--- src/rtl/mem_access_stage.sv ---
// MEM pipeline stage.
// Takes the EX/MEM register, runs loads and stores over a req/ack data-memory
// port with variable latency, and produces the MEM/WB register. While an access
// is outstanding, upstream stages are held with `stall`. A misaligned access is
// dropped and flagged. A memory that never acknowledges is aborted after
// TIMEOUT cycles, and the abort sets a sticky bus error.
module mem_access_stage #(
    parameter int TIMEOUT = 16,
    parameter int CNT_W   = 8
) (
    input  logic        clock,
    input  logic        reset,
    input  logic [1:0]  WB,
    input  logic [2:0]  MEMOut,
    input  logic [31:0] ALUOut,
    input  logic [31:0] WriteDataIn,
    input  logic [4:0]  regRD,
    output logic        stall,
    output logic        dmem_req,
    output logic        dmem_we,
    output logic [31:0] dmem_addr,
    output logic [31:0] dmem_wdata,
    input  logic        dmem_ack,
    input  logic [31:0] dmem_rdata,
    output logic [1:0]  WBOut,
    output logic [31:0] ReadDataOut,
    output logic [31:0] ALUResultOut,
    output logic [4:0]  RegRDOut,
    output logic        align_error,
    output logic        bus_error
);

    localparam logic [CNT_W-1:0] LIMIT = CNT_W'(TIMEOUT - 1);

    typedef enum logic {IDLE, BUSY} state_t;

    // MEM/WB pipeline register contents
    typedef struct packed {
        logic [1:0]  wb;
        logic [31:0] rdata;
        logic [31:0] alu;
        logic [4:0]  rd;
    } memwb_t;

    state_t           state;
    logic [CNT_W-1:0] cnt;
    memwb_t           memwb;

    logic access, misaligned, at_limit;

    // Branch is resolved earlier in the pipe; this stage does not use it.
    logic unused_branch;
    assign unused_branch = MEMOut[2];

    assign access     = MEMOut[1] | MEMOut[0];
    assign misaligned = access & (ALUOut[1:0] != 2'b00);
    assign at_limit   = (cnt == LIMIT);

    assign WBOut        = memwb.wb;
    assign ReadDataOut  = memwb.rdata;
    assign ALUResultOut = memwb.alu;
    assign RegRDOut     = memwb.rd;

    // Hold upstream from the request cycle until the ack or abort cycle.
    always_comb begin
        stall = 1'b0;
        if (!reset) begin
            if (state == IDLE) stall = access & ~misaligned;
            else               stall = ~dmem_ack & ~at_limit;
        end
    end

    // A bubble keeps the data fields but kills the writeback controls.
    function automatic memwb_t bubble(input logic [31:0] alu, input logic [4:0] rd);
        memwb_t m;
        m.wb    = 2'b00;
        m.rdata = 32'h0;
        m.alu   = alu;
        m.rd    = rd;
        return m;
    endfunction

    // Access FSM, memory port registers and MEM/WB register.
    always_ff @(posedge clock or posedge reset) begin
        if (reset) begin
            state       <= IDLE;
            cnt         <= '0;
            dmem_req    <= 1'b0;
            dmem_we     <= 1'b0;
            dmem_addr   <= 32'h0;
            dmem_wdata  <= 32'h0;
            memwb       <= '0;
            align_error <= 1'b0;
            bus_error   <= 1'b0;
        end else begin
            align_error <= 1'b0;
            case (state)
                IDLE: begin
                    if (!access) begin
                        memwb.wb    <= WB;
                        memwb.rdata <= 32'h0;
                        memwb.alu   <= ALUOut;
                        memwb.rd    <= regRD;
                    end else if (misaligned) begin
                        memwb       <= bubble(ALUOut, regRD);
                        align_error <= 1'b1;
                    end else begin
                        // When both MemRead and MemWrite are set, the access is a store.
                        state      <= BUSY;
                        cnt        <= '0;
                        dmem_req   <= 1'b1;
                        dmem_we    <= MEMOut[0];
                        dmem_addr  <= {ALUOut[31:2], 2'b00};
                        dmem_wdata <= WriteDataIn;
                        memwb      <= bubble(ALUOut, regRD);
                    end
                end
                BUSY: begin
                    if (dmem_ack) begin
                        // An ack wins over a timeout in the same cycle.
                        state       <= IDLE;
                        dmem_req    <= 1'b0;
                        memwb.wb    <= WB;
                        memwb.rdata <= dmem_we ? 32'h0 : dmem_rdata;
                        memwb.alu   <= ALUOut;
                        memwb.rd    <= regRD;
                    end else if (at_limit) begin
                        state     <= IDLE;
                        dmem_req  <= 1'b0;
                        bus_error <= 1'b1;
                        memwb     <= bubble(ALUOut, regRD);
                    end else begin
                        cnt   <= cnt + 1'b1;
                        memwb <= bubble(ALUOut, regRD);
                    end
                end
                default: state <= IDLE;
            endcase
        end
    end

endmodule
--- config.mk ---
export PLATFORM = sky130hd
export DESIGN_NAME = mem_access_stage
export DESIGN_NICKNAME = d
export VERILOG_FILES = /design/src/rtl/mem_access_stage.sv
export SDC_FILE = /design/constraint.sdc
export NUM_CORES = 1
export LEC_CHECK = 0
export CORE_MARGIN = 1.5
export CORE_UTILIZATION = 43
export DETAILED_ROUTE_END_ITERATION = 7
export HOLD_SLACK_MARGIN = 0.15
export PLACE_DENSITY = 0.85
export RECOVER_POWER = 25
export SYNTH_ARGS = -nofsm -noshare
export SYNTH_HDL_FRONTEND = slang
export SYNTH_SLANG_ARGS = --single-unit
--- constraint.sdc ---
create_clock -name clock -period 12.4 [get_ports clock]
set_input_delay 2.48 -clock clock [delete_from_list [all_inputs] [get_ports clock]]
set_output_delay 2.48 -clock clock [all_outputs]
set_load 0.02 [all_outputs]
==> flow_summary.json <==
{
  "combPwrFrac_pct": 21.0,
  "ys_warn_count": 0,
  "slew_viol_final": 70,
  "p_sw_uw": 369,
  "worst_slack_ns": 5.37,
  "hold_class": "flop to flop",
  "clock_skew_ns": 0.00741,
  "ioPinCount": 249,
  "vias_per_cell": 4.75,
  "portBuffers": 245,
  "cp.buffers_inverters": 2,
  "timing.rr.end": "cnt[6]$_DFFE_PP0P_",
  "place_area_um2": 7560,
  "grt_max_degree": 79,
  "grt_pass1_vias": 4165,
  "core_um2": 11400,
  "dr.pass1.iters": 4,
  "p_int_uw": 1030,
  "reg2reg_from": "state$_DFF_PP0_",
  "max_clock_freq_mhz": 142,
  "rsz0062_at_grt": "no",
  "crit_path_end_kind": "primary output",
  "path_delay_family": "buffers and inverters",
  "synth_cell_types": 36,
  "clkTransAtPathRegs_ns": 0.05,
  "root_buffer": "clkbuf_16",
  "cts_tree": "yes",
  "final_area_um2": 8190,
  "hpwl_mm": 9.04,
  "synth_cells": 441,
  "setup-tns-final_ns": 0,
  "post-route-min-period_ns": 7.03,
  "setup_viol": 0,
  "whs_endpoint": "dmem_addr[17]$_DFFE_PP0P_",
  "drc": 0,
  "wl_met2_mm": 6.55,
  "p_leak_uw": 0.00386,
  "wl_met1_mm": 4.74,
  "wl_per_cell_um": 15.2,
  "grt_remaining_overflow": 0,
  "yosysSeqAreaShare_pct": 73.2,
  "fill_cells": 747,
  "p_total_uw": 1400,
  "wl_met3_mm": 1.24,
  "clkSinkCount": 146,
  "cts_resized": 0,
  "worst-r2r-cell-count": 3,
  "cp-start-kind": "input port",
  "clk_latency_ns": 0.41,
  "die_y_um": 111,
  "cap_violations": 1,
  "final_util_pct": 72.0,
  "finalHoldViolations": 0,
  "crit_type": "input port to primary output",
  "synth-seq-cells": 146,
  "antenna_found_initial": 0,
  "cp_slowest_cell": "clkdlybuf4s50_1",
  "h-tree-depth": 4,
  "switching_share_pct": 26.4,
  "avgSynthCellArea_um2": 11.3,
  "layout_commonest_cell": "clkdlybuf4s50_1",
  "grt_pass1_wl_mm": 20.6,
  "antennaDiodeCount": 0,
  "violations": "max-capacitance violations, max-slew violations",
  "reg2reg_slack_ns": 10.10,
  "final_cell_mix": "clkdlybuf4s50_1 (205), nand2_1 (195), dfrtp_1 (146)",
  "arrival_ns": 4.55,
  "wl_mm": 12.8,
  "start_util_pct": 43.9,
  "slew_headroom_pct": -94.7,
  "p_seq_share_pct": 40.4,
  "ir_drop_mv": 0.109,
  "cts_buffers": 17,
  "cts_hold_buf": 0,
  "topRoutingLayerUsed": "met4",
  "dieArea_um2": 12300,
  "min_delay_path_depth": 2,
  "drtAntennaViolNets": 0,
  "hp-start": "dmem_addr[17]$_DFFE_PP0P_",
  "preCtsSetupSlack_ns": 5.53,
  "crit_required_ns": 9.92,
  "crit_chain": "dlygate4sd3_1 > nand2b_1 > a21oi_1 > nor2_2 > nor2_1 > clkdlybuf4s50_1",
  "gr-usage-all-layers_pct": 21.7,
  "clockPowerShare_pct": 38.6,
  "area_growth_pct": 64.1,
  "status": "complete, but fails checks",
  "clockBufferDepth": 2,
  "path_max_fanout": 7,
  "cpPeakStageDelay_ns": 0.61,
  "power_density_nw_per_um2": 171,
  "final.period_utilization_pct": 56.7,
  "nets": 799,
  "place.gp.congestion": 0.853,
  "drtIter0Drc": 173,
  "worstMarginPinSlew_ns": 2.90,
  "die_x_um": 111,
  "syn-cell-area_um2": 4990,
  "num_rows": 39,
  "layout-drive-gt1-share_pct": 5.57,
  "cts_setup_buffers": 0,
  "num_vias": 4001
}
[power groups by stage]
stage / logic, uW / registers, uW / clock network (uW)
6_report: 294 / 566 / 541
5_1_grt: 314 / 573 / 573
4_1_cts: 300 / 566 / 551
3_5_place_dp: 298 / 574 / 0
3_3_place_gp: 291 / 570 / 0
2_1_floorplan: 60.1 / 640 / 0
[per-layer routing]
metal | track usage, % | vias to the layer above
met5 | 0 | -
met4 | 9.66 | 0
met3 | 9.13 | 29
met2 | 37.1 | 219
met1 | 23.4 | 1898
li1 | - | 1855
[worst reg2reg max path: stages (launching register included)]
cell	delay (ns)
dfrtp_1	0.47
or4_2	1.30
a21oi_2	0.30
a2bb2oi_1	0.15
[logic make-up after synthesis]
group,count (synthesis),synth area share [%]
and+or+nand+nor,252,21.5
other,1,0.0751
AOI/OAI and AO/OA,16,2.28
xor gates and xnor gates,1,0.176
adders and majority gates,1,0.251
buffers and inverters,23,2.28
muxes,1,0.201
DFF,146,73.2
[layout make-up]
class,instances,area [um2],share of cell area [%]
Tap cell,143,179,2.18
Timing Repair Buffer,248,2470,30.2
Clock inverter,9,154,1.88
Multi-Input combinational cell,273,1230,15.1
Clock buffer,21,480,5.87
Inverter,3,12.5,0.153
Sequential cell,146,3650,44.6
[worst max-delay path by stage]
stage / startpoint / to / cells after the start / slack, ns
after floorplan: reset / ALUResultOut[0]$_DFF_PP0_ / 1 / 6.00
after global placement: dmem_ack / stall / 6 / 5.55
after detailed placement: dmem_ack / stall / 6 / 5.53
after CTS: dmem_ack / stall / 6 / 5.53
after global routing: dmem_ack / stall / 6 / 5.28
final: dmem_ack / stall / 6 / 5.37
[cell usage after synthesis]
| cell type | count | area, um2 |
|---|---|---|
| a21o_1 | 1 | 7.51 |
| o21ai_0 | 4 | 20.0 |
| and3_1 | 2 | 12.5 |
| conb_1 | 1 | 3.75 |
| o31a_1 | 1 | 8.76 |
| buf_4 | 2 | 15.0 |
| nand3_1 | 4 | 20.0 |
| a22o_1 | 1 | 8.76 |
| a2bb2oi_1 | 1 | 8.76 |
| a221o_1 | 1 | 10.0 |
| nand2b_1 | 1 | 6.26 |
| a21oi_2 | 1 | 8.76 |
| nor4_1 | 1 | 6.26 |
| nand2_1 | 195 | 732 |
| or4_1 | 1 | 7.51 |
| o221ai_1 | 1 | 8.76 |
| nor2_1 | 6 | 22.5 |
| and2_1 | 32 | 200 |
| clkbuf_1 | 7 | 26.3 |
| nand4_1 | 1 | 6.26 |
| mux2i_1 | 1 | 10.0 |
| buf_2 | 10 | 50.1 |
| ha_1 | 1 | 12.5 |
| dfrtp_1 | 146 | 3650 |
| nor3_1 | 3 | 15.0 |
| nor3b_1 | 2 | 15.0 |
| nor2b_1 | 2 | 12.5 |
| xor2_1 | 1 | 8.76 |
| nor2_2 | 1 | 6.26 |
| a211o_1 | 1 | 8.76 |
| nor4_2 | 1 | 12.5 |
| a31oi_1 | 1 | 6.26 |
| o21bai_1 | 1 | 7.51 |
| inv_1 | 3 | 11.3 |
| buf_6 | 1 | 11.3 |
| a21oi_1 | 2 | 10.0 |
[through the flow]
stage / cells / hold slack [ns]
2_1_floorplan: 442 / 0.502
3_3_place_gp: 813 / 0.456
3_5_place_dp: 813 / 0.461
4_1_cts: 843 / 0.475
5_1_grt: 843 / 0.485
6_report: 843 / 0.473
[sequential cells by signal (all words and copies together) (netlist names), 2 cells and up]
signal	flops
WBOut	2
ALUResultOut	32
cnt	8
ReadDataOut	32
RegRDOut	5
dmem_addr	30
dmem_wdata	32
Note: power is estimated with default switching activity, not from simulation.
